<file path="config.mk">
export PLATFORM = sky130hd
export DESIGN_NAME = instr_fetch
export DESIGN_NICKNAME = d
export VERILOG_FILES = /design/src/rtl/fetch_pkg.sv /design/src/rtl/fetch_fifo.sv /design/src/rtl/instr_fetch.sv
export SDC_FILE = /design/constraint.sdc
export NUM_CORES = 1
export LEC_CHECK = 0
export CAP_MARGIN = 5
export CORE_UTILIZATION = 25
export CTS_CLUSTER_SIZE = 16
export DETAILED_ROUTE_END_ITERATION = 8
export SLEW_MARGIN = 20
export SYNTH_ARGS = -nofsm -noshare
export SYNTH_HDL_FRONTEND = slang
export SYNTH_HIERARCHICAL = 1
export SYNTH_SLANG_ARGS = --single-unit
export TNS_END_PERCENT = 50
</file>
<file path="constraint.sdc">
create_clock -name clk -period 3.29 [get_ports clk]
set_input_delay 0.329 -clock clk [delete_from_list [all_inputs] [get_ports clk]]
set_output_delay 0.329 -clock clk [all_outputs]
set_load 0.03 [all_outputs]
</file>
<file path="src/rtl/fetch_pkg.sv">
// Shared definitions for the instruction fetch unit: FSM state type,
// default bus widths and the bit positions inside the flags output.
package fetch_pkg;

  // Fetch controller states.
  //   IDLE  : no request, waiting for FIFO space
  //   REQ   : read outstanding, result will be kept
  //   STEP  : result pushed, PC counter is told to advance
  //   DRAIN : read outstanding after a flush, result will be dropped
  typedef enum logic [1:0] {
    IDLE  = 2'd0,
    REQ   = 2'd1,
    STEP  = 2'd2,
    DRAIN = 2'd3
  } fetch_state_e;

  localparam int unsigned FETCH_ADDR_W = 8;
  localparam int unsigned FETCH_DATA_W = 8;

  // Bit positions of the status flags.
  localparam int unsigned FLAG_FULL  = 1;
  localparam int unsigned FLAG_EMPTY = 0;

  // A memory read is outstanding in both REQ and DRAIN.
  function automatic logic mem_busy(input fetch_state_e s);
    return (s == REQ) || (s == DRAIN);
  endfunction

endpackage

</file>
<file path="src/rtl/fetch_fifo.sv">
// Synchronous FIFO of {address, instruction} entries feeding the decoder.
// The head entry is read straight from the storage registers, so its
// outputs carry no combinational path from push/pop/clear.
module fetch_fifo #(
  parameter int unsigned DEPTH  = 2,
  parameter int unsigned ADDR_W = 8,
  parameter int unsigned DATA_W = 8
) (
  input  logic              clk,
  input  logic              reset,
  input  logic              push,
  input  logic [ADDR_W-1:0] push_addr,
  input  logic [DATA_W-1:0] push_data,
  input  logic              pop,
  input  logic              clear,
  output logic [ADDR_W-1:0] head_addr,
  output logic [DATA_W-1:0] head_data,
  output logic              full,
  output logic              empty
);

  localparam int unsigned PTR_W = (DEPTH > 1) ? $clog2(DEPTH) : 1;
  localparam int unsigned CNT_W = PTR_W + 1;
  localparam logic [CNT_W-1:0] FULL_CNT = CNT_W'(DEPTH);

  logic [ADDR_W-1:0] addr_mem [DEPTH];
  logic [DATA_W-1:0] data_mem [DEPTH];
  logic [PTR_W-1:0]  wr_ptr;
  logic [PTR_W-1:0]  rd_ptr;
  logic [CNT_W-1:0]  count;
  logic              do_push;
  logic              do_pop;

  assign full  = (count == FULL_CNT);
  assign empty = (count == '0);

  // Never pop an empty FIFO; a push into a full FIFO is only legal
  // when the head leaves on the same edge.
  assign do_pop  = pop && !empty;
  assign do_push = push && (!full || do_pop);

  // Pointer and occupancy bookkeeping; clear wins over push/pop.
  always_ff @(posedge clk or negedge reset) begin
    if (!reset) begin
      wr_ptr <= '0;
      rd_ptr <= '0;
      count  <= '0;
    end else if (clear) begin
      wr_ptr <= '0;
      rd_ptr <= '0;
      count  <= '0;
    end else begin
      if (do_push) begin
        wr_ptr <= wr_ptr + 1'b1;
      end
      if (do_pop) begin
        rd_ptr <= rd_ptr + 1'b1;
      end
      case ({do_push, do_pop})
        2'b10:   count <= count + 1'b1;
        2'b01:   count <= count - 1'b1;
        default: count <= count;
      endcase
    end
  end

  // Entry storage; cleared on reset so the head reads as zero.
  always_ff @(posedge clk or negedge reset) begin
    if (!reset) begin
      for (int unsigned i = 0; i < DEPTH; i++) begin
        addr_mem[PTR_W'(i)] <= '0;
        data_mem[PTR_W'(i)] <= '0;
      end
    end else if (do_push && !clear) begin
      addr_mem[wr_ptr] <= push_addr;
      data_mem[wr_ptr] <= push_data;
    end
  end

  assign head_addr = addr_mem[rd_ptr];
  assign head_data = data_mem[rd_ptr];

endmodule

</file>
<file path="src/rtl/instr_fetch.sv">
// Instruction fetch unit: issues one program-memory read at a time from
// the current PC, strobes the PC counter after each kept fetch and queues
// fetched bytes with their address toward the decoder. A flush drops all
// queued entries and discards the result of any read still in flight.
module instr_fetch
  import fetch_pkg::*;
#(
  parameter int unsigned DEPTH  = 2,
  parameter int unsigned ADDR_W = FETCH_ADDR_W,
  parameter int unsigned DATA_W = FETCH_DATA_W
) (
  input  logic              clk,
  input  logic              reset,
  input  logic [ADDR_W-1:0] pc,
  output logic              pcStep,
  input  logic              flush,
  output logic              memReq,
  output logic [ADDR_W-1:0] memAddr,
  input  logic              memAck,
  input  logic [DATA_W-1:0] memData,
  output logic              instrValid,
  input  logic              instrReady,
  output logic [DATA_W-1:0] instr,
  output logic [ADDR_W-1:0] instrAddr,
  output logic [1:0]        flags
);

  fetch_state_e state;
  fetch_state_e state_nxt;
  logic         issue;
  logic         push;
  logic         pop;
  logic         fifo_full;
  logic         fifo_empty;

  // Next-state decode. Issuing only while the FIFO has room, with a
  // single read in flight, is what makes overflow impossible.
  always_comb begin
    state_nxt = state;
    issue     = 1'b0;
    push      = 1'b0;
    case (state)
      IDLE: begin
        if (!fifo_full && !flush) begin
          state_nxt = REQ;
          issue     = 1'b1;
        end
      end
      REQ: begin
        if (memAck) begin
          state_nxt = flush ? IDLE : STEP;
          push      = !flush;
        end else if (flush) begin
          state_nxt = DRAIN;
        end
      end
      STEP:    state_nxt = IDLE;
      DRAIN: begin
        if (memAck) begin
          state_nxt = IDLE;
        end
      end
      default: state_nxt = IDLE;
    endcase
  end

  // Controller state register.
  always_ff @(posedge clk or negedge reset) begin
    if (!reset) begin
      state <= IDLE;
    end else begin
      state <= state_nxt;
    end
  end

  // Read address is captured at issue and held until the read completes.
  always_ff @(posedge clk or negedge reset) begin
    if (!reset) begin
      memAddr <= '0;
    end else if (issue) begin
      memAddr <= pc;
    end
  end

  assign memReq = mem_busy(state);

  // The step strobe is gated by flush in the STEP cycle because the PC
  // counter is loading the branch target on that edge instead.
  assign pcStep = (state == STEP) && !flush;

  // A pop coinciding with a flush is ignored; the clear takes care of it.
  assign pop = instrValid && instrReady && !flush;

  fetch_fifo #(
    .DEPTH  (DEPTH),
    .ADDR_W (ADDR_W),
    .DATA_W (DATA_W)
  ) u_fifo (
    .clk       (clk),
    .reset     (reset),
    .push      (push),
    .push_addr (memAddr),
    .push_data (memData),
    .pop       (pop),
    .clear     (flush),
    .head_addr (instrAddr),
    .head_data (instr),
    .full      (fifo_full),
    .empty     (fifo_empty)
  );

  assign instrValid        = !fifo_empty;
  assign flags[FLAG_FULL]  = fifo_full;
  assign flags[FLAG_EMPTY] = fifo_empty;

endmodule

</file>
### Word-level counts from Yosys, hierarchy flattened

Cells that the tools add are included.

* add/sub/neg operators: 4
* magnitude comparators: 3
* equality and inequality tests: 9
* mux-type cells: 26
* bitwise operators: 2
* reductions and logical operators: 19

Operators with widths (number)
* 2-to-1 mux 8 bit: 7
* bitwise mux 16 bit: 2
* 2-to-1 mux 2 bit: 6
* demux 8 bit (select 1 bit): 1
* equality test 2 bit (second input constant): 4
* logical AND 1 bit: 8
* 2-to-1 mux 1 bit: 8
* one-hot mux 2 bit (4 select lines): 1
* equality test 2 x 1 -> 1 bit (second input constant): 2
* greater-or-equal comparator 2 bit (second input constant): 2
* logical NOT 2 bit: 2
* != test 2 bit (second input constant): 2
* inverter 1 -> 2 bit: 2
* one-hot mux 2 bit (2 select lines): 1
* nonzero test 2 bit: 2
* logical NOT 1 bit: 3
* != test 3 bit (second input constant): 1
* AND reduction 3 bit: 1
* nonzero test 3 bit: 1
* adder 1 bit (second input constant): 2
* adder 2 x 1 -> 2 bit (second input constant): 1
* logical OR 1 bit: 2
* less-than comparator 2 x 1 -> 1 bit (second input constant): 1
* subtractor 2 x 1 -> 2 bit (second input constant): 1

* register bits after elaboration: 46
* bits of input ports: 21
* output and inout bits: 29
* logic and storage cells: 72

### Logic depth before layout (Yosys ltp)

Gate-level depths: netlist of the first run.

* depth in word-level cells: 10
* gate-level depth with buffers: 7
* depth with buffers taken out: 5

### Cells and area by module

Netlist of the first run, hierarchy kept.

By module, submodules not included
* fetch_fifo: times used 1, cells each 110, area an instance 1657.8 um^2, seq. area each 900.9 um^2
* instr_fetch: times used 1, cells each 32, area an instance 440.4 um^2, seq. area each 250.2 um^2

### Worst setup path after synthesis of the first run

OpenSTA, ideal clock, no wires.

* path kind: register -> register
* start point: register u_fifo.count[0]
* end point: register u_fifo/addr_mem[12] (netlist bit)
* setup time: 0.125 ns
* data arrival time: 2.131 ns
* data required time: 3.165 ns
* setup slack: 1.034 ns
* stages on the path, launching flop included: 8
* buffers on the path: 2
* period minus slack after synthesis: 2.256 ns
* cell sequence: dfrtp_1 -> nor2_1 -> nor3b_1 -> nor3b_2 -> or4b_1 -> buf_6 -> buf_12 -> mux2_4

* cells in the longest elaborated chain, start to end: 8
* elaborated cells between the ends (all ways): 10
* classes of those cells: eq/ne (1); reduce/logical (9)

RTL lines
* from (decl): line fetch_fifo.sv:30 `logic [CNT_W-1:0] count;`
* from (signal assigned): line fetch_fifo.sv:60 `2'b10: count <= count + 1'b1;`
* from (signal assigned): line fetch_fifo.sv:61 `2'b01: count <= count - 1'b1;`
* from (signal assigned): line fetch_fifo.sv:62 `default: count <= count;`
* logical NOT 2 bit: line fetch_fifo.sv:35 `assign empty = (count == '0);`
* net fifo_empty: line instr_fetch.sv:34 `logic fifo_empty;`
* logical NOT 1 bit: line instr_fetch.sv:112 `assign instrValid = !fifo_empty;`
* logical AND 1 bit (2 in a row): line instr_fetch.sv:92 `assign pop = instrValid && instrReady && !flush;`
* net pop: line instr_fetch.sv:32 `logic pop;`
* logical AND 1 bit: line fetch_fifo.sv:39 `assign do_pop = pop && !empty;`
* logical OR 1 bit: line fetch_fifo.sv:40 `assign do_push = push && (!full || do_pop);`
* logical AND 1 bit: line fetch_fifo.sv:40
* logical AND 1 bit: line fetch_fifo.sv:74 `end else if (do_push && !clear) begin`
* to (signal, indexed assignment): line fetch_fifo.sv:75 `addr_mem[wr_ptr] <= push_addr;`
* to (decl): line fetch_fifo.sv:26 `logic [ADDR_W-1:0] addr_mem [DEPTH];`

The timed path passes the listed nets, and every way through them passes these cells.
A chain may end at the register's enable or synchronous reset.

### Worst setup path after layout of the first run

* start point: register u_fifo.rd_ptr
* end point: output instr[6]

* cells in the longest elaborated chain, start to end: 4

RTL lines
* from (decl): line fetch_fifo.sv:29 `logic [PTR_W-1:0] rd_ptr;`
* from (signal assigned): line fetch_fifo.sv:57 `rd_ptr <= rd_ptr + 1'b1;`
* inverter 1 -> 2 bit (implied by the code): line fetch_fifo.sv:81 `assign head_data = data_mem[rd_ptr];`
* 2-to-1 mux 8 bit (implied by the code) (3 in a row): line fetch_fifo.sv:81
* to (decl): line instr_fetch.sv:23 `output logic [DATA_W-1:0] instr,`

Every way passes these cells. The select of a mux whose other input is x is not followed.

==> results of run 1 <==
-- registers in the layout (all words and copies together), names as in the netlist --
name             flops
u_fifo/addr_mem     16
u_fifo/data_mem     16
memAddr              8
state                2
u_fifo/count         2
u_fifo/rd_ptr        1
u_fifo/wr_ptr        1
-- power by group --
part / switching [mW] / internal (mW) / total [mW]
Clock: 0.178 / 0.170 / 0.348
Combinational: 0.481 / 0.523 / 1.00
Sequential: 0.122 / 0.748 / 0.870
Total: 0.782 / 1.44 / 2.22
-- cell type report --
type	instances	area share [%]
clock inverter	1	0.179
clock buffer	7	3.10
tap	105	4.71
inverter	2	0.269
sequential	46	41.3
multi-input combinational	86	31.6
timing repair buffer	54	18.8
-- cells by family after synthesis --
family | share of synthesized area (%)
multiplexers | 32.1
AO/OA/AOI/OAI | 2.33
flip-flops | 54.9
buffers and inverters | 3.40
AND/OR/NAND/NOR | 6.86
XOR/XNOR | 0.417
-- critical path, stage by stage, from the launching register on --
cell,delay [ns]
sky130_fd_sc_hd__dfrtp_1,0.85
sky130_fd_sc_hd__mux2_2,0.42
sky130_fd_sc_hd__clkdlybuf4s50_1,0.60
-- layout by cell type (no fill, tap or decap), types with 2 or more instances in the layout --
cell,netlist,routed
sky130_fd_sc_hd__clkdlybuf4s50_1,0,48
sky130_fd_sc_hd__mux2_2,47,47
sky130_fd_sc_hd__dfrtp_1,46,46
sky130_fd_sc_hd__mux2_4,9,9
sky130_fd_sc_hd__clkbuf_8,0,6
sky130_fd_sc_hd__buf_4,2,6
sky130_fd_sc_hd__nand2_1,3,3
sky130_fd_sc_hd__o21ai_0,3,3
sky130_fd_sc_hd__nor3b_1,2,2
sky130_fd_sc_hd__inv_1,2,2
sky130_fd_sc_hd__nor3_1,2,2
sky130_fd_sc_hd__nor2_1,2,2
sky130_fd_sc_hd__nor2b_1,2,2
sky130_fd_sc_hd__a21oi_1,2,2
sky130_fd_sc_hd__a211oi_1,2,2
sky130_fd_sc_hd__nand2b_1,2,2
-- per-stage QoR --
stage | utilization [%] | cell area, um^2 | power, mW
after global routing | 34.1 | 2790 | 2.36
after detailed placement | 33.0 | 2700 | 1.90
after floorplan | - | 2100 | 1.50
after global placement | 33.0 | 2700 | 1.89
final | 34.1 | 2790 | 2.22
after CTS | 34.1 | 2790 | 2.26
-- path summary, 6_finish.rpt --
check | slack, ns | cells after the start | to | start
worst max-delay path | 0.80 | 2 | instr[6] | u_fifo/rd_ptr
worst min-delay path | 0.04 | 1 | u_fifo/count[0] | reset
worst max register to register | 1.15 | 6 | u_fifo/data_mem[9] | u_fifo/count[0]
worst min register to register | 0.51 | 1 | u_fifo/data_mem[1] | u_fifo/data_mem[1]
max in group asynchronous | 2.86 | 1 | memAddr[6] | reset
min in group clk | 0.51 | 1 | u_fifo/data_mem[1] | u_fifo/data_mem[1]
-- synthesized netlist by cell type --
cell type,number,area share (%)
sky130_fd_sc_hd__mux2_4,9,6.4
sky130_fd_sc_hd__buf_12,1,0.95
sky130_fd_sc_hd__nor4_4,1,1.0
sky130_fd_sc_hd__buf_2,2,0.48
sky130_fd_sc_hd__nor3_1,2,0.48
sky130_fd_sc_hd__buf_6,1,0.54
sky130_fd_sc_hd__and3_1,1,0.30
sky130_fd_sc_hd__o21ai_0,3,0.72
sky130_fd_sc_hd__nor2_1,2,0.36
sky130_fd_sc_hd__nor3b_2,1,0.60
sky130_fd_sc_hd__and2b_1,1,0.36
sky130_fd_sc_hd__or3_2,1,0.36
sky130_fd_sc_hd__buf_4,2,0.72
sky130_fd_sc_hd__xor2_1,1,0.42
sky130_fd_sc_hd__nor3_2,1,0.48
sky130_fd_sc_hd__inv_1,2,0.36
sky130_fd_sc_hd__nor2b_1,2,0.60
sky130_fd_sc_hd__nand2b_1,2,0.60
sky130_fd_sc_hd__or4b_1,1,0.48
sky130_fd_sc_hd__nand2_1,3,0.54
sky130_fd_sc_hd__nor3b_1,2,0.72
sky130_fd_sc_hd__a211oi_1,2,0.72
sky130_fd_sc_hd__mux2i_1,1,0.48
sky130_fd_sc_hd__a21o_2,1,0.42
sky130_fd_sc_hd__dfrtp_1,46,55
sky130_fd_sc_hd__mux2_2,47,25
sky130_fd_sc_hd__clkbuf_1,2,0.36
sky130_fd_sc_hd__a21oi_1,2,0.48
-- routing by layer --
layer  global-route usage (%)  share of wire [%]
met5                        0                  0
met4                     3.85                1.5
met3                     3.09                4.8
met2                     16.3                 49
met1                     12.6                 45
==> impl_summary.log, run 1 <==
[metrics] run status: completed
[metrics] clock latency reported for the late side of the worst-skew pair: around 0.29 ns
[metrics] fin crit period: 2.49 ns
[metrics] Detailed Route Iter0 Violations: 27
[metrics] post-layout instance count excluding filler cells: ~300
[metrics] unrepaired setup endpoints after global routing: false
[metrics] area of combinational cells with multiple inputs: 882 um^2
[metrics] maximum level of the CTS H-tree: 2
[metrics] peak ir drop on the vdd network: 0.000307 V
[metrics] final worst hold slack: approximately 0.036 ns
[metrics] post-synthesis net count: 163
[metrics] setup TNS: 0 ns
[metrics] leakage power figure: 1.22 nW
[metrics] clock-pin slew reported for the worst setup and hold paths after clock tree synthesis: 0.08 ns
[metrics] starting density of the core: 25.7%
[metrics] worst setup path category: reg -> out
[metrics] max cap viols: 0
[metrics] row count: 33
[metrics] gr usage total: ~10%
[metrics] number of nets in the layout: about 220
[metrics] final wirelength: 4.05 mm
[metrics] Cell variety after synth: 28
[metrics] number of buffers created by CTS: 5
[metrics] largest fanout on the critical path: 17
[metrics] HPWL after detailed placement: 2.72 mm
[metrics] I/O pin count: 50
[metrics] Synth Register Bits: 46
[metrics] core area: a little over 8000 um^2
[metrics] number of global-route vias before repair: around 1400
[metrics] die outline height: 93.6 um
[metrics] Post-DRT Antenna Nets: 0
[metrics] per-instance average area after synthesis: about 15 um^2
[metrics] Tcrit/Tclk final: 75.7%
[metrics] clk sink count: 46
[metrics] crit start category: register
[metrics] share of post-route cells with drive strength above 1: 37.8%
[metrics] worst slack at placement: 0.779 ns
[metrics] pwr dens: roughly 800 nW/um^2
[metrics] endpoint type of the worst setup path: primary output
[metrics] ratio of routed vias to standard cells: 4.32
[metrics] Die Outline Area: 8760 um^2
[metrics] Sequential Area: 1150 um^2
[metrics] netlist area before placement: 2100 um^2
[metrics] cell count after synthesis: approximately 140
[metrics] I/O Buffers: 49
[metrics] Final Slew Violations: 0
[metrics] number of fill cells in the layout: 844
[metrics] area growth from synthesis to layout: 32.9%
[metrics] Setup-failing EPs final: 0
[metrics] vias post-DR: 1301
[metrics] max-slew headroom at the worst pin: 48.3%
[metrics] Warnings, synthesis: 6
[metrics] CTS root buf: sky130_fd_sc_hd__clkbuf_8
[metrics] initial antenna violation count: 0
[metrics] post-synthesis sequential area ratio: around 55%
[metrics] hold violation count in the final report: 0
[metrics] Die X-Extent: about 94 um
[metrics] post-cts resize count: 0
[metrics] number of cells in the design after placement: 293
[metrics] clk_skew: 0.00573 ns
[metrics] TritonCTS clock tree: yes
[metrics] first-pass GRT wire length: 6.68 mm
[metrics] buffer count from post-CTS setup fixing: 0
[metrics] worst path setup slack after routing: 0.800 ns
[metrics] hold-fix buffer count after cts: 0
[metrics] final antenna diode count: 0
[metrics] CP Data Arrival Time: 2.16 ns
[metrics] Residual DRC: 0
[metrics] path category of the worst min-delay check: in -> async
[metrics] final weighted congestion in routability-driven placement: roughly 0.64
[metrics] maximum achievable frequency: about 400 MHz
[metrics] worst slew pin tran: 0.776 ns
[metrics] total global routing overflow: 0
[metrics] Crit path required time: 2.96 ns
[metrics] pin count of the biggest net entering global routing: 47
[metrics] number of iterations in the first detailed-routing pass: 2
[metrics] wire per inst: 13.5 um
[metrics] Max clock buf depth: 2
Note: power is estimated with default switching activity, not from simulation.
==> run 2: changes to the inputs <==
==> constraint.sdc (replaced) <==
create_clock -name clk -period 2.5 [get_ports clk]
set_input_delay 0.25 -clock clk [delete_from_list [all_inputs] [get_ports clk]]
set_output_delay 0.25 -clock clk [all_outputs]
set_load 0.03 [all_outputs]
==> run 2 against run 1 <==
Compared with the run above:
- critical path depth grew 4
- final area is 2.2% higher
- sequential cell count unchanged
- setup slack got worse by 0.46 ns
- combinational power increased by 33%
- clock skew is 0.0025 ns higher
- core utilization increased by 0.75 points
- sequential power up 32%
- sequential share of layout area fell by 0.89 points
- power increased by 37%
- via count rose by 1.0%
- hold slack gained 0.0055 ns
- largest cell class unchanged
- highest routed layer unchanged
==> impl_summary.log, run 2 (synthesized netlist as in run 1, its figures left out) <==
[metrics] run status: completed
[metrics] registers with the most flip-flops: u_fifo/addr_mem: 16 flops, u_fifo/data_mem: 16 flops, memAddr: 8 flops
[metrics] unrepaired setup endpoints after global routing: false
[metrics] max cap viols: 0
[metrics] worst setup path category: reg -> reg
[metrics] area growth from synthesis to layout: 35.8%
[metrics] most used cells in the layout excluding fill and tap cells: 48 x sky130_fd_sc_hd__clkdlybuf4s50_1, 47 x sky130_fd_sc_hd__mux2_2, 46 x sky130_fd_sc_hd__dfrtp_1, 9 x sky130_fd_sc_hd__mux2_4, 8 x sky130_fd_sc_hd__buf_4
[metrics] ratio of routed vias to standard cells: about 4.3
[metrics] post-route design area: around 2900 um^2
[metrics] I/O pin count: 50
[metrics] peak ir drop on the vdd network: 0.000505 V
[metrics] Cell Area, Placed: between 2000 and 3000 um^2
[metrics] core area: between 8000 and 9000 um^2
[metrics] gr usage total: 10.6%
[metrics] Setup-failing EPs final: 0
[metrics] number of fill cells in the layout: 836
[metrics] max-slew headroom at the worst pin: 59.7%
[metrics] first-pass GRT wire length: 6.94 mm
[metrics] TritonCTS clock tree: yes
[metrics] die outline height: 93.6 um
[metrics] end-of-flow core utilization: 34.9%
[metrics] clk sink count: 46
[metrics] metal1 wirelength: a little under 2 mm
[metrics] largest fanout on the critical path: 17
[metrics] pwr dens: 1070 nW/um^2
[metrics] final antenna diode count: 0
[metrics] pin count of the biggest net entering global routing: 47
[metrics] Crit path required time: around 2.7 ns
[metrics] worst slew pin tran: around 0.60 ns
[metrics] clk_skew: ~0.0082 ns
[metrics] slowest stage cell on the critical path: sky130_fd_sc_hd__or4b_1
[metrics] wire per inst: around 14 um
[metrics] post-cts resize count: 0
[metrics] CP Data Arrival Time: 2.35 ns
[metrics] Die Outline Area: 8760 um^2
[metrics] fin crit period: 2.16 ns
[metrics] crit start category: register
[metrics] buffer count from post-CTS setup fixing: 0
[metrics] endpoint type of the worst setup path: register
[metrics] starting density of the core: between 20% and 30%
[metrics] path category of the worst min-delay check: in -> async
[metrics] Residual DRC: 0
[metrics] number of buffers created by CTS: 5
[metrics] CTS root buf: sky130_fd_sc_hd__clkbuf_8
[metrics] maximum level of the CTS H-tree: 2
[metrics] share of post-route cells with drive strength above 1: roughly two fifths
[metrics] clock latency reported for the late side of the worst-skew pair: 0.30 ns
[metrics] setup TNS: 0 ns
[metrics] met3 routed WL: 168 um
[metrics] met2 layer wire length in the routed design: roughly 2.0 mm
[metrics] uppermost signal routing layer after detailed routing: met4
[metrics] initial antenna violation count: 0
[metrics] final weighted congestion in routability-driven placement: 0.663
[metrics] I/O Buffers: 49
[metrics] maximum achievable frequency: 462 MHz
[metrics] cell type group with the largest total delay on the critical path: simple AND/OR/NAND/NOR gates
[metrics] hold-fix buffer count after cts: 0
[metrics] number of global-route vias before repair: between 1000 and 1500
[metrics] commonest non-fill, non-tap cell in the layout: sky130_fd_sc_hd__clkdlybuf4s50_1
[metrics] Post-DRT Antenna Nets: 0
[metrics] buffers plus inverters on the worst setup path: 1
[metrics] total global routing overflow: 0
[metrics] Tcrit/Tclk final: between 80% and 90%
[metrics] HPWL after detailed placement: 2.87 mm
[metrics] vias post-DR: 1314
[metrics] worst slack at placement: roughly 0.18 ns
[metrics] Die X-Extent: roughly 94 um
[metrics] final wirelength: 4.24 mm
[metrics] row count: 33
[metrics] number of iterations in the first detailed-routing pass: 3
[metrics] clock-pin slew reported for the worst setup and hold paths after clock tree synthesis: about 0.09 ns
[metrics] leakage power figure: about 1.3 nW
[metrics] critical path cell sequence: nor2_1 > nor3b_1 > nor3b_2 > or4b_1 > buf_4 > mux2_4
[metrics] Max clock buf depth: 2
[metrics] hold violation count in the final report: 0
[metrics] Detailed Route Iter0 Violations: 29
[metrics] number of nets in the layout: 220
[metrics] worst path setup slack after routing: between 0.3 and 0.4 ns
[metrics] Final Slew Violations: 0
[metrics] crit-path max cell delay: 0.49 ns
run 2: routing by layer:
| layer | GRT usage [%] | vias up |
|---|---|---|
| met5 | 0 | - |
| met4 | 4.62 | 0 |
| met3 | 2.03 | 7 |
| met2 | 17.0 | 26 |
| met1 | 14.0 | 667 |
| li1 | - | 614 |
run 2: through the flow:
step	std cells	total power [mW]	hold slack [ns]
6_report	305	3.04	0.0413
5_1_grt	305	3.21	0.0843
4_1_cts	305	3.09	0.0644
3_5_place_dp	297	2.51	0.394
3_3_place_gp	297	2.49	0.388
2_1_floorplan	142	1.97	-0.0456
run 2: worst paths after layout:
check                                    from                   to  slack [ns]  cells after the start
setup reg to reg              u_fifo/count[0]  u_fifo/addr_mem[14]        0.34                      6
hold reg to reg            u_fifo/addr_mem[7]   u_fifo/addr_mem[7]        0.51                      1
min in group clk           u_fifo/addr_mem[7]   u_fifo/addr_mem[7]        0.51                      1
hold / removal                          reset   u_fifo/data_mem[1]        0.04                      2
setup / recovery              u_fifo/count[0]  u_fifo/addr_mem[14]        0.34                      6
max in group asynchronous               reset   u_fifo/addr_mem[6]        2.04                      2
run 2: layout make-up:
type,instances,area (um^2),area share [%]
clock buffers,5,68.8,2.41
clock inverters,3,43.8,1.54
inverters,2,7.51,0.263
multi-input cells,86,882,30.9
flip-flops and latches,46,1150,40.4
well taps,105,131,4.61
repair buffers,58,566,19.8
run 2: power breakdown:
part	total, mW	switching, mW	leakage [nW]	internal, mW
logic	1.33	0.637	0.609	0.693
clock network	0.564	0.264	0.0585	0.300
registers	1.15	0.166	0.588	0.984
total	3.04	1.07	1.26	1.98
run 2: worst reg2reg max path: stages (launching register included):
cell and delay [ns]:
sky130_fd_sc_hd__dfrtp_1 0.46, sky130_fd_sc_hd__nor2_1 0.11, sky130_fd_sc_hd__nor3b_1 0.31, sky130_fd_sc_hd__nor3b_2 0.12
sky130_fd_sc_hd__or4b_1 0.49, sky130_fd_sc_hd__buf_4 0.24, sky130_fd_sc_hd__mux2_4 0.33
==> RTL edit 1: new RTL, config.mk and constraints of run 1 <==
Make the reset (`reset`) synchronous in 4 clocked blocks.
--- a/src/rtl/fetch_fifo.sv
+++ b/src/rtl/fetch_fifo.sv
@@ -42,3 +42,3 @@
   // Pointer and occupancy bookkeeping; clear wins over push/pop.
-  always_ff @(posedge clk or negedge reset) begin
+  always_ff @(posedge clk) begin
     if (!reset) begin
@@ -67,3 +67,3 @@
   // Entry storage; cleared on reset so the head reads as zero.
-  always_ff @(posedge clk or negedge reset) begin
+  always_ff @(posedge clk) begin
     if (!reset) begin
--- a/src/rtl/instr_fetch.sv
+++ b/src/rtl/instr_fetch.sv
@@ -67,3 +67,3 @@
   // Controller state register.
-  always_ff @(posedge clk or negedge reset) begin
+  always_ff @(posedge clk) begin
     if (!reset) begin
@@ -76,3 +76,3 @@
   // Read address is captured at issue and held until the read completes.
-  always_ff @(posedge clk or negedge reset) begin
+  always_ff @(posedge clk) begin
     if (!reset) begin
Formal check against the unedited RTL: differs if reset is asserted again (counterexample within 4 cycles, from zero or initial values and one cycle with reset low); with reset held inactive, the same outputs for 10 cycles.
==> RTL edit 1 against run 1 <==
Synthesized area up 1.3%. Wire length rose by 0.69%. Sequential cell count up 1. Setup slack improved by 0.010 ns. Register-to-register slack barely moved. Utilization is 0.53 points higher. Fmax up 0.42%. Via count rose by 2.1%. Cell area increased by 2.1%. Critical path type unchanged.
Power is not compared: it rests on default switching activity, and its combinational part moved more than twofold at a synthesized area within 25%.
==> RTL edit 1: results (changes against run 1) <==
metric,value,unit,change
Post-synth EDFFs,32,,+32
Non-Filler Instances,326,,+8.3%
mean area per synthesized cell,12.72,sq um,-14%
ranking of synthesized cells by area,"edfxtp_1, dfxtp_1, and2_1",,
Final nets,241,,+12%
wire per inst,12.52,um,-7.0%
buffer share of cell area,19.34,%,+0.50 points
sequential element share of the synthesized area,59.36,%,+4.5 points
number of sequential cells,47,,+2.2%
Setup WS pre-CTS,0.7875,ns,+0.009008 ns
bufs w/o clock,57,,+5.6%
outcome,finished clean,,
layout cells sized above 1,16.29,%,-21 points
multi-input logic area,783.3,sq um,-11%
async set-or-reset flop fraction in the synthesized netlist,0,%,-100 points
number of vias per cell,4.074,,-5.8%
vias in the first global route,1274,,-5.8%
Total GRT Usage,9.684,%,-0.39 points
Critical Path Slowest Stage Cell,dfxtp_1,,
# clk buffers,5,,-2
1st-pass router iterations,4,,+2
global-route wire length before repair,6472,um,-3.1%
# placed instances,318,,+8.5%
DR iter-0 viols,38,,+41%
Non-clk invs,1,,-1
CP Max Fanout,16,,-1
skew final,0.006025,ns,+0.0002999 ns
fraction of area in clock buffers and inverters,4.088,%,+0.81 points
syn nets,188,,+15%
CP peak stage delay,0.82,ns,-0.03 ns
detailed placement HPWL,2855,um,+4.9%
placer congestion estimate,0.6683,,+4.9%
-- RTL edit 1: final timing paths --
check	slack (ns)	cells after the start	from	end
min	0.49	2	memAddr[1]$_SDFFE_PN0P_	memAddr[1]$_SDFFE_PN0P_
min reg2reg	0.49	2	memAddr[1]$_SDFFE_PN0P_	memAddr[1]$_SDFFE_PN0P_
max	0.81	2	flip-flop	instrAddr[1]
max reg2reg	1.15	8	u_fifo/count[0]$_SDFFE_PP0P_	u_fifo/data_mem[1][7]$_SDFFCE_PN0P_
-- RTL edit 1: cell families (layout without fill, tap and decap cells) --
group | after synthesis | after routing | synth area share [%]
xor gates and xnor gates | 2 | 2 | 0.8247
muxes | 25 | 25 | 12.72
buffers and inverters | 12 | 66 | 3.769
and+or+nand+nor | 73 | 73 | 21.08
AOI/OAI and AO/OA | 8 | 8 | 2.238
DFF | 47 | 47 | 59.36
-- RTL edit 1: power by group --
group | leakage (nW) | internal, mW | switching [mW] | total (mW)
Sequential | 0.454 | 0.651 | 0.0138 | 0.665
Clock | 0.0587 | 0.230 | 0.204 | 0.434
Combinational | 0.538 | 0.0707 | 0.0729 | 0.144
-- RTL edit 1: layer usage --
metal  wire length (um)  GRT usage [%]  share of wire, %
met1               1962          12.94                48
met2               1854          15.22                45
met3                203          2.184               5.0
met4                 59          3.462               1.4
met5                  0              0                 0
-- RTL edit 1: per-stage QoR --
| step | area [sq um] | total power, mW |
|---|---|---|
| after floorplan | 2125 | 0.7515 |
| after global placement | 2730 | 0.8235 |
| after detailed placement | 2730 | 0.8248 |
| after CTS | 2846 | 1.263 |
| after global routing | 2846 | 1.297 |
| final | 2846 | 1.243 |
-- RTL edit 1: worst min-delay path, delay by kind of cell, from the launching register on --
kind             cells  cell delay [ns]
DFF                  1             0.34
muxes                1             0.05
and+or+nand+nor      1             0.06
==> RTL edit 2: new RTL, config.mk and constraints of run 1 <==
Without the edit above. The package constant `FETCH_DATA_W` goes from 8 to 12.
--- a/src/rtl/fetch_pkg.sv
+++ b/src/rtl/fetch_pkg.sv
@@ -17,3 +17,3 @@
   localparam int unsigned FETCH_ADDR_W = 8;
-  localparam int unsigned FETCH_DATA_W = 8;
+  localparam int unsigned FETCH_DATA_W = 12;
 
Ports: changed (resized instr and memData); port bits go from 50 to 58. No check against the original RTL was run, so the function may have changed too.
==> RTL edit 2 against run 1 <==
Setup slack improved by 0.21 ns. Register-to-register slack got worse by 0.14 ns. Synthesized area rose by 17%. Sequential cell count grew 8. Non-clock buffer count rose by 9. Total power increased by 17%. Global-route usage is 0.21 points lower. Fmax increased by 9.0%. Count of clock-buffer cells in the layout is the same. Wire length increased by 16%. Cell area up 17%. First-iteration DRC count up 11%. Clock power rose by 8.6%.
==> RTL edit 2: results (changes against run 1) <==
metric,value,unit,change
worst slew pin tran,0.7094,ns,-0.06623 ns
sequential element share of the synthesized area,54.93,%,+0.074 points
multiplexer share of the synthesized area,34.44,%,+2.3 points
reg2reg end,u_fifo/addr_mem[8]$_DFFE_PN0P_,,
post-synthesis xor/xnor area fraction,0.3561,%,-0.061 points
total number of vias,1475,,+13%
"Worst Path Class, Setup",flip-flop to flip-flop,,
VDD IR max,0.0004090,V,+33%
Final nets,249,,+15%
placer congestion estimate,0.6706,,+5.3%
syn nets,188,,+15%
Reg2Reg Setup Slack,1.01,ns,-0.14 ns
Port Buffers,57,,+16%
ranking of synthesized cells by area,"dfrtp_1, mux2_2, mux2_4",,
skew final,0.007840,ns,+0.002115 ns
filler instances,957,,+13%
Detailed Route WL,4699,um,+16%
Total GRT Usage,9.870,%,-0.21 points
area added between synthesis and finish,32.86,%,about the same
outcome,finished clean,,
RR Startpoint,u_fifo/count[1]$_DFFE_PN0P_,,
largest net degree at the start of global routing,29,,-38%
Static Leak,1.464,nW,+20%
fmax,0.4378,GHz,+9.0%
1st-pass router iterations,3,,+1
layout cells sized above 1,38.67,%,+0.91 points
-- RTL edit 2: final cells by class --
cell class,instances,share of cell area [%]
flip-flops and latches,54,41.35
clock inverters,1,0.1531
repair buffers,63,18.68
multi-input cells,98,32.01
inverters,2,0.2297
clock buffers,7,2.642
well taps,129,4.939
-- RTL edit 2: cells by family after synthesis --
family / after synthesis
flip-flops: 54
multiplexers: 69
buffers and inverters: 11
AO/OA/AOI/OAI: 8
AND/OR/NAND/NOR: 20
XOR/XNOR: 1
-- RTL edit 2: how the worst min path moves through the flow --
stage	start	to	slack, ns	cells after the start
after global routing	reset	u_fifo/data_mem[17]$_DFFE_PN0P_	0.05	1
final	reset	u_fifo/data_mem[17]$_DFFE_PN0P_	0.03	1
after global placement	reset	u_fifo/data_mem[17]$_DFFE_PN0P_	0.37	1
after CTS	reset	u_fifo/data_mem[17]$_DFFE_PN0P_	0.04	1
after detailed placement	reset	u_fifo/data_mem[17]$_DFFE_PN0P_	0.38	1
after floorplan	reset	memAddr[0]$_DFFE_PN0P_	0.03	0
-- RTL edit 2: power breakdown --
group / switching, mW / internal [mW]
Sequential: 0.141 / 0.877
Combinational: 0.563 / 0.645
Clock: 0.208 / 0.170
-- RTL edit 2: metrics by stage --
step / hold WS, ns / instances
finish: 0.02817 / 354
global placement: 0.3741 / 346
CTS: 0.04480 / 354
detailed placement: 0.3809 / 346
global route: 0.05322 / 354
floorplan: 0.03341 / 163
-- RTL edit 2: layer usage --
layer	vias to the layer above	GRT usage (%)	share of wire, %
li1	697	-	-
met1	737	13.46	49
met2	36	15.44	46
met3	5	2.692	4.4
met4	0	2.676	0.74
met5	-	0	0
-- RTL edit 2: worst max-delay path: stages, from the launching register on --
cell and delay, ns:
dfrtp_1 0.45, nor2_1 0.26, nor3b_1 0.09, buf_4 0.16, nor3b_1 0.37, or4b_4 0.47, mux2_2 0.38
